## src/rtl/pio_bus_pkg.sv

```systemverilog
// rtl/pio_bus_pkg.sv - shared types, widths and read-modify-write helper for the PIO register bus
package pio_bus_pkg;

    localparam int PIO_ADDR_W = 10;
    localparam int PIO_DATA_W = 32;

    typedef enum logic [2:0] {
        OP_WRITE = 3'd0,
        OP_READ  = 3'd1,
        OP_SET   = 3'd2,
        OP_CLR   = 3'd3,
        OP_XOR   = 3'd4
    } op_e;

    typedef enum logic [1:0] {
        ST_IDLE,
        ST_RD,
        ST_WR,
        ST_RESP
    } state_e;

    // New register value for a transaction; plain WRITE passes the data through.
    function automatic logic [PIO_DATA_W-1:0] rmw_data(
        input op_e                   op,
        input logic [PIO_DATA_W-1:0] old_val,
        input logic [PIO_DATA_W-1:0] mask
    );
        case (op)
            OP_SET:  rmw_data = old_val | mask;
            OP_CLR:  rmw_data = old_val & ~mask;
            OP_XOR:  rmw_data = old_val ^ mask;
            default: rmw_data = mask;
        endcase
    endfunction

endpackage

```

## src/rtl/pio_reg_master.sv

```systemverilog
// rtl/pio_reg_master.sv - single-outstanding bus initiator for the PIO control register file
// Ports:
//   clk, rst                         clock, synchronous active-high reset
//   req_valid/req_ready              request handshake; req_op, req_addr, req_data payload
//   rsp_valid/rsp_ready              response handshake; rsp_data, rsp_err payload
//   bus_write_addr/en, bus_wdata     register file write port
//   bus_read_addr, bus_rdata         register file read port
module pio_reg_master
    import pio_bus_pkg::*;
#(
    parameter int ADDR_W = PIO_ADDR_W,
    parameter int DATA_W = PIO_DATA_W,
    parameter int RD_LAT = 1
) (
    input  logic              clk,
    input  logic              rst,
    input  logic              req_valid,
    output logic              req_ready,
    input  logic [2:0]        req_op,
    input  logic [ADDR_W-1:0] req_addr,
    input  logic [DATA_W-1:0] req_data,
    output logic              rsp_valid,
    input  logic              rsp_ready,
    output logic [DATA_W-1:0] rsp_data,
    output logic              rsp_err,
    output logic [ADDR_W-1:0] bus_write_addr,
    output logic              bus_write_en,
    output logic [DATA_W-1:0] bus_wdata,
    output logic [ADDR_W-1:0] bus_read_addr,
    input  logic [DATA_W-1:0] bus_rdata
);

    state_e            state, state_nxt;
    op_e               op_q;
    logic [ADDR_W-1:0] addr_q;
    logic [DATA_W-1:0] data_q;
    logic [2:0]        cnt;
    logic              req_legal;

    assign req_legal = (req_op <= 3'd4) && (req_addr[1:0] == 2'b00);

    always_comb begin
        state_nxt    = state;
        req_ready    = 1'b0;
        rsp_valid    = 1'b0;
        bus_write_en = 1'b0;
        case (state)
            ST_IDLE: begin
                req_ready = 1'b1;
                if (req_valid) begin
                    if (!req_legal)                 state_nxt = ST_RESP;
                    else if (req_op == 3'(OP_WRITE)) state_nxt = ST_WR;
                    else                            state_nxt = ST_RD;
                end
            end
            ST_RD: begin
                if (cnt == 3'd0) state_nxt = (op_q == OP_READ) ? ST_RESP : ST_WR;
            end
            ST_WR: begin
                bus_write_en = 1'b1;
                state_nxt    = ST_RESP;
            end
            ST_RESP: begin
                rsp_valid = 1'b1;
                if (rsp_ready) state_nxt = ST_IDLE;
            end
            default: state_nxt = ST_IDLE;
        endcase
    end

    // Bus address/data are loaded on entry to WR/RD so they are valid for the
    // whole bus cycle, then left alone so they hold between transactions.
    // rsp_data doubles as the old-value register for read-modify-write.
    always_ff @(posedge clk) begin
        if (rst) begin
            state          <= ST_IDLE;
            op_q           <= OP_WRITE;
            addr_q         <= '0;
            data_q         <= '0;
            cnt            <= '0;
            rsp_data       <= '0;
            rsp_err        <= 1'b0;
            bus_write_addr <= '0;
            bus_wdata      <= '0;
            bus_read_addr  <= '0;
        end else begin
            state <= state_nxt;
            case (state)
                ST_IDLE: begin
                    if (req_valid) begin
                        op_q   <= op_e'(req_op);
                        addr_q <= req_addr;
                        data_q <= req_data;
                        if (!req_legal) begin
                            rsp_err  <= 1'b1;
                            rsp_data <= '0;
                        end else if (req_op == 3'(OP_WRITE)) begin
                            rsp_err        <= 1'b0;
                            rsp_data       <= '0;
                            bus_write_addr <= req_addr;
                            bus_wdata      <= req_data;
                        end else begin
                            bus_read_addr <= req_addr;
                            cnt           <= 3'(RD_LAT - 1);
                        end
                    end
                end
                ST_RD: begin
                    if (cnt == 3'd0) begin
                        rsp_err  <= 1'b0;
                        rsp_data <= bus_rdata;
                        if (op_q != OP_READ) begin
                            bus_write_addr <= addr_q;
                            bus_wdata      <= rmw_data(op_q, bus_rdata, data_q);
                        end
                    end else begin
                        cnt <= cnt - 3'd1;
                    end
                end
                default: ;
            endcase
        end
    end

endmodule

```

## config.mk

```make
export PLATFORM = sky130hd
export DESIGN_NAME = pio_reg_master
export DESIGN_NICKNAME = d
export VERILOG_FILES = /design/src/rtl/pio_bus_pkg.sv /design/src/rtl/pio_reg_master.sv
export SDC_FILE = /design/constraint.sdc
export NUM_CORES = 1
export LEC_CHECK = 0
export BUFFER_PORTS_ARGS = -buffer_cell sky130_fd_sc_hd__buf_4
export CAP_MARGIN = 25
export CELL_PAD_IN_SITES_DETAIL_PLACEMENT = 0
export CELL_PAD_IN_SITES_GLOBAL_PLACEMENT = 2
export CORE_MARGIN = 1.5
export CORE_UTILIZATION = 33
export CTS_BUF_LIST = sky130_fd_sc_hd__clkbuf_4 sky130_fd_sc_hd__clkbuf_8
export DETAILED_ROUTE_END_ITERATION = 6
export GPL_TIMING_DRIVEN = 0
export PLACE_DENSITY_LB_ADDON = 0.1
export SLEW_MARGIN = 30
export SYNTH_ARGS = -nofsm -noshare
export SYNTH_HDL_FRONTEND = slang
export SYNTH_SLANG_ARGS = --single-unit
```

## constraint.sdc

```tcl
create_clock -name clk -period 2.95 [get_ports clk]
set_clock_uncertainty 0.2 [all_clocks]
set_input_delay 0.4425 -clock clk [delete_from_list [all_inputs] [get_ports clk]]
set_output_delay 0.4425 -clock clk [all_outputs]
set_load 0.01 [all_outputs]
```

==> flow_summary.yaml, run 1 <==
pwr:
  p_int_w: 0.00439
  switchingPower_w: 0.00294
  p_clk_frac: 0.239
  pwr-share-seq: 0.327
  p_per_area_nw_per_um2: 765
  ir_drop_mv: 0.352
  cellLeakagePower_nw: 4.19
  p_comb_frac: 0.434
  switching_share: 0.401
timing:
  max_slew.worst_pin.slew_ps: 790
  post-route-period-util: 0.921
  slew_viol_final: 0
  finalHoldViolations: 0
  max_slew_margin: 0.471
  tns_ps: 0
  timing.hold.ws_ps: 23.7
  rsz0062_at_grt: "no"
  finalSetupViolCount: 0
  fmax_mhz: 368
  period_minus_slack_ps: 2720
grt:
  grt_usage: 0.221
  grt_pass1_vias: 6711
  grt_pass1_wl_mm: 39.6
  antenna_found_initial: 0
  grt_max_degree: 17
  grt_overflow: 0
routing:
  viasPerCell: 5.05
  drc: 0
  num_vias: 6994
  wl_per_cell_um: 18.7
  drtAntennaViolNets: 0
  first_pass_iters: 7
  wl_mm: 25.9
  drtIter0Drc: 258
critical_path:
  crit_arrival_ps: 2880
  critPathLaunchType: "flip-flop"
  rr_startpoint: "state[1]"
  path_common_cell: "clkbuf_1"
  endpoint_kind: "flip-flop"
  cp.buffers_inverters: 4
  critical-path-top-delay-family: "buffers and inverters"
  cp.required_ps: 3120
  path_class: "reg2reg"
  critPathMaxStageDelay_ps: 510
  reg2reg_to: "bus_wdata[21]"
  crit_chain: "inv_1 -> ha_1 -> buf_2 -> clkbuf_1 -> clkbuf_1 -> o2111ai_1 -> a311oi_1"
  crit_slowest_cell: "clkbuf_1"
  rr_worst_depth: 7
  regToRegSetupSlack_ps: 230
  critical_path_peak_fanout: 10
die:
  start_util: 0.338
  rows: 54
  die_h_um: 153
  die_x_um: 153
  core_sq_um: 21900
  io_pins: 169
  dieArea_sq_um: 23300
clocking:
  cts.sinks: 135
  cts_inserted_buffers: 17
  cts_resized: 0
  clk_pin_slew_ps: 90
  cts-root-buf: "clkbuf_8"
  cts_max_level: 4
  cts_tree: "built"
  insertion_delay_ps: 460
  clock_path_buffers: 2
  postCtsSetupBuffers: 0
finish:
  layout.nets: 1242
  fillers: 2297
  areaGrowthSynthToFinish_pct: 29.6
  layout-drive-gt1-share: 0.216
  antennaDiodeCount: 0
synthesis:
  synth_nets: 1041
  synth.avg_cell_area_sq_um: 8.31
  syn_inst: 890
  ys.flop_type: "dfxtp_1"
  synth-seq-cells: 135
  syn-cell-area_sq_um: 7390
  yosysWarnings: 0
  synth_edf_count: 0
  yosysSeqAreaShare: 0.366
  synthArstFlopShare: 0
  synth_cell_types: 44
hold_path:
  min-delay-start: "bus_rdata[5]"
  whs_path_depth: 2
  worstHoldPathType: "in2reg"
  hold_end: "rsp_data[5]"
run:
  drv_cap: 0
place:
  io_buffers: 168
  hpwlAfterDp_mm: 18.5
  gp_congestion: 0.796
outcome:
  outcome: "completed"
-- metal layers --
metal	global-route usage	routed length (um)
met5	0	0
met4	0.0453	185
met2	0.354	11800
met1	0.305	12500
met3	0.0484	1410
-- area by class of cell --
type | instances | area, sq um | area share
plain buffers | 72 | 362 | 0.0377
clock buffers | 17 | 234 | 0.0244
clock inverters | 15 | 203 | 0.0212
inverters | 69 | 259 | 0.0270
multi-input cells | 614 | 4070 | 0.425
flip-flops and latches | 135 | 2700 | 0.282
well taps | 280 | 350 | 0.0366
repair buffers | 182 | 1400 | 0.146
-- what timing repair did --
| item | 4_1_cts | 5_1_grt |
|---|---|---|
| setup endpoints to repair | 0 | 0 |
| hold buffers | 14 | 0 |
| hold endpoints to repair | 14 | 0 |
-- cell usage in the layout, fill, tap and decap left out, types with 11 or more instances in the layout --
master / count
dfxtp_1: 135
buf_2: 16
a211oi_1: 11
nand3_1: 33
clkbuf_8: 17
mux2i_1: 18
o21ai_0: 37
nor2b_1: 31
a21oi_1: 52
clkbuf_1: 40
ha_1: 70
nor2_1: 47
buf_4: 173
o22ai_1: 18
nand2b_1: 18
a41o_1: 18
nand2_1: 129
inv_1: 69
a311oi_1: 14
dlygate4sd3_1: 14
a31oi_1: 24
o2111ai_1: 15
and2_1: 20
a22o_1: 30
-- power by group through the flow --
stage | registers [W] | logic, W | clock network, W
after floorplan | 0.00249 | 0.00183 | 0
after global placement | 0.00243 | 0.00319 | 0
after detailed placement | 0.00243 | 0.00321 | 0
after CTS | 0.00239 | 0.00322 | 0.00180
after global routing | 0.00244 | 0.00350 | 0.00186
final | 0.00239 | 0.00318 | 0.00175
-- worst max path at each step --
stage | from | end | slack [ps] | depth (start not counted)
2_1_floorplan | state[0] | rsp_data[0] | 790 | 8
3_3_place_gp | state[1] | bus_wdata[21] | 270 | 7
3_5_place_dp | state[1] | bus_wdata[21] | 210 | 7
4_1_cts | state[1] | bus_wdata[21] | 180 | 7
5_1_grt | state[1] | bus_wdata[17] | 30 | 7
6_report | state[1] | bus_wdata[21] | 230 | 7
-- synth_stat cells, types with 2 or more instances --
library cell	count	area, sq um
clkbuf_1	40	150
a311oi_1	14	123
a211oi_1	11	82.6
o211ai_1	3	22.5
nand3_1	33	165
nor3b_2	2	25.0
nor2_1	47	176
a31oi_1	24	150
buf_4	5	37.5
o21ai_0	37	185
or3_1	2	12.5
buf_1	4	15.0
o22ai_1	18	113
mux2i_1	18	180
inv_1	69	259
dfxtp_1	135	2700
ha_1	70	876
nand2_1	129	484
and2_1	20	125
a41o_1	18	180
buf_6	7	78.8
and3_1	3	18.8
nor3_1	2	10.0
o2111ai_1	15	131
a22o_2	3	30.0
buf_2	16	80.1
a21oi_1	52	260
a22o_1	30	263
nor2b_1	31	194
nand2b_1	18	113
-- cells by family after synthesis --
logic type,share of synthesized area
buf+inv,0.0839
compound gates,0.214
fa+ha+maj,0.118
flops,0.366
mux,0.0244
simple gates,0.193
-- flip-flops by register name (all words and copies together) (netlist names) --
| name | count |
|---|---|
| op_q | 3 |
| rsp_err | 1 |
| state | 2 |
| cnt | 3 |
| bus_write_addr | 10 |
| rsp_data | 32 |
| bus_read_addr | 10 |
| data_q | 32 |
| addr_q | 10 |
| bus_wdata | 32 |
-- through the flow --
step                 util  cell area (sq um)  cells  setup slack (ps)  total power, W
floorplan               -               7390    890               785         0.00431
CTS                 0.438               9580   1384               176         0.00741
global route        0.438               9580   1384              26.6         0.00780
global placement    0.411               9000   1338               269         0.00562
finish              0.438               9580   1384               233         0.00733
detailed placement  0.411               9000   1338               215         0.00564
-- worst reg2reg max path, cell delays in order, from the launching register on --
cell,delay [ps]
dfxtp_1,350
inv_1,80
ha_1,250
buf_2,270
clkbuf_1,400
clkbuf_1,510
o2111ai_1,260
a311oi_1,310
(Power assumes the default switching activity.)
==> run 2, diff against run 1 <==
CORE_ASPECT_RATIO = 0.7   (was default)
==> flow_summary.yaml, run 2 (synthesized netlist as in run 1, its figures left out) <==
finish:
  layout_commonest_cell: "buf_4"
  layout.nets: 1240
  reg.largest.list: "bus_wdata x32, data_q x32, rsp_data x32"
  layout-drive-gt1-share: 0.216
  antennaDiodeCount: 0
  final_cell_mix: "buf_4, dfxtp_1, nand2_1, ha_1, inv_1"
  fillers: 2271
  areaGrowthSynthToFinish_pct: 28.9
timing:
  max_slew_margin: 0.461
  finalSetupViolCount: 0
  tns_ps: 0
  finalHoldViolations: 0
  period_minus_slack_ps: 2760
  fin_ws_ps: 191
  max_slew.worst_pin.slew_ps: 809
  slew_viol_final: 0
  post-route-period-util: 0.935
  rsz0062_at_grt: "no"
  fmax_mhz: 362
grt:
  grt_pass1_wl_mm: 39.7
  grt_overflow: 0
  grt_max_degree: 17
  grt_usage: 0.227
  grt_pass1_vias: 6756
  antenna_found_initial: 0
hold_path:
  hold_end: "rsp_data[20]"
  min-delay-start: "bus_rdata[20]"
  worstHoldPathType: "in2reg"
  whs_path_depth: 2
critical_path:
  regToRegSetupSlack_ps: 190
  path_class: "reg2reg"
  critPathMaxStageDelay_ps: 570
  endpoint_kind: "flip-flop"
  rr_startpoint: "state[1]"
  critical_path_peak_fanout: 10
  crit_arrival_ps: 2930
  cp.required_ps: 3120
  critical-path-top-delay-family: "buffers and inverters"
  critPathLaunchType: "flip-flop"
  path_common_cell: "clkbuf_1"
  crit_chain: "inv_1 -> ha_1 -> buf_2 -> clkbuf_1 -> clkbuf_1 -> o2111ai_1 -> a311oi_1"
  reg2reg_to: "bus_wdata[28]"
  cp.buffers_inverters: 4
  rr_worst_depth: 7
  crit_slowest_cell: "clkbuf_1"
pwr:
  ir_drop_mv: 0.308
  cellLeakagePower_nw: 4.17
  p_per_area_nw_per_um2: 763
die:
  dieArea_sq_um: 23300
  start_util: 0.338
  die_x_um: 182
  rows: 45
  core_sq_um: 21800
  die_h_um: 128
  io_pins: 169
routing:
  drc: 0
  drtAntennaViolNets: 0
  drtIter0Drc: 451
  viasPerCell: 5.11
  wl_per_cell_um: 18.9
  first_pass_iters: 5
  num_vias: 7069
  wl_mm: 26.2
place:
  gp_congestion: 0.813
  preCtsSetupSlack_ps: 199
  hpwlAfterDp_mm: 19.4
  io_buffers: 168
clocking:
  cts_max_level: 4
  cts_inserted_buffers: 17
  clk_pin_slew_ps: 90
  insertion_delay_ps: 470
  clock_path_buffers: 2
  cts.sinks: 135
  cts-root-buf: "clkbuf_8"
  postCtsSetupBuffers: 0
  cts_tree: "built"
outcome:
  outcome: "completed"
run:
  drv_cap: 0
==> run 2: cell count changes in the layout (fill, tap and decap cells not counted), sizes merged <==
cell         previous run  this run
bufinv                  4         2
clkinvlp                2         0
clkinv                  8         7
dlygate4sd3            14        12
inv                    70        75
==> run 2: worst max path at each step <==
stage               depth (start not counted)             to  startpoint  slack, ps
floorplan                                   8    rsp_data[0]    state[0]        790
global placement                            6  bus_wdata[28]    state[0]        170
detailed placement                          7  bus_wdata[28]    state[1]        200
CTS                                         7  bus_wdata[28]    state[1]        180
global route                                7  bus_wdata[16]    state[1]         20
finish                                      7  bus_wdata[28]    state[1]        190
==> run 2: power by group <==
group          internal (W)  switching [W]  leakage (nW)
combinational       0.00129        0.00194          2.86
sequential          0.00217       0.000223          1.10
clock              0.000770       0.000872         0.207
total               0.00423        0.00303          4.17
==> run 2: routing by layer <==
metal	vias to the layer above	global-route usage	share of wire
li1	3489	-	-
met2	186	0.340	0.42
met3	12	0.0338	0.050
met4	0	0.0525	0.0065
met5	-	0	0
met1	3382	0.339	0.52
==> run 2: cell type report <==
type / count / area, sq um / area share
clock buffers: 17 / 234 / 0.0246
clock inverters: 15 / 165 / 0.0173
well taps: 282 / 353 / 0.0370
inverters: 69 / 259 / 0.0272
plain buffers: 72 / 362 / 0.0380
repair buffers: 180 / 1380 / 0.145
flip-flops and latches: 135 / 2700 / 0.284
multi-input cells: 614 / 4070 / 0.427
==> run 2: worst reg2reg max path: stages (launching register included) <==
cell and delay, ps:
dfxtp_1 340, inv_1 80, ha_1 200, buf_2 240, clkbuf_1 380, clkbuf_1 570, o2111ai_1 340, a311oi_1 330
==> run 2: what timing repair did <==
| item | CTS | global route |
|---|---|---|
| hold buffers | 12 | 0 |
| hold endpoints to repair | 12 | 0 |
| resized for setup | 0 | 0 |
==> run 2: metrics by stage <==
stage / std cells / power (W) / hold slack (ps) / instance area [sq um] / utilization
finish: 1384 / 0.00727 / 17.0 / 9530 / 0.436
CTS: 1384 / 0.00730 / 0.00366 / 9530 / 0.436
detailed placement: 1340 / 0.00565 / 247 / 9010 / 0.412
floorplan: 890 / 0.00431 / 236 / 7390 / -
global route: 1384 / 0.00772 / 13.0 / 9530 / 0.436
global placement: 1340 / 0.00564 / 244 / 9010 / 0.412
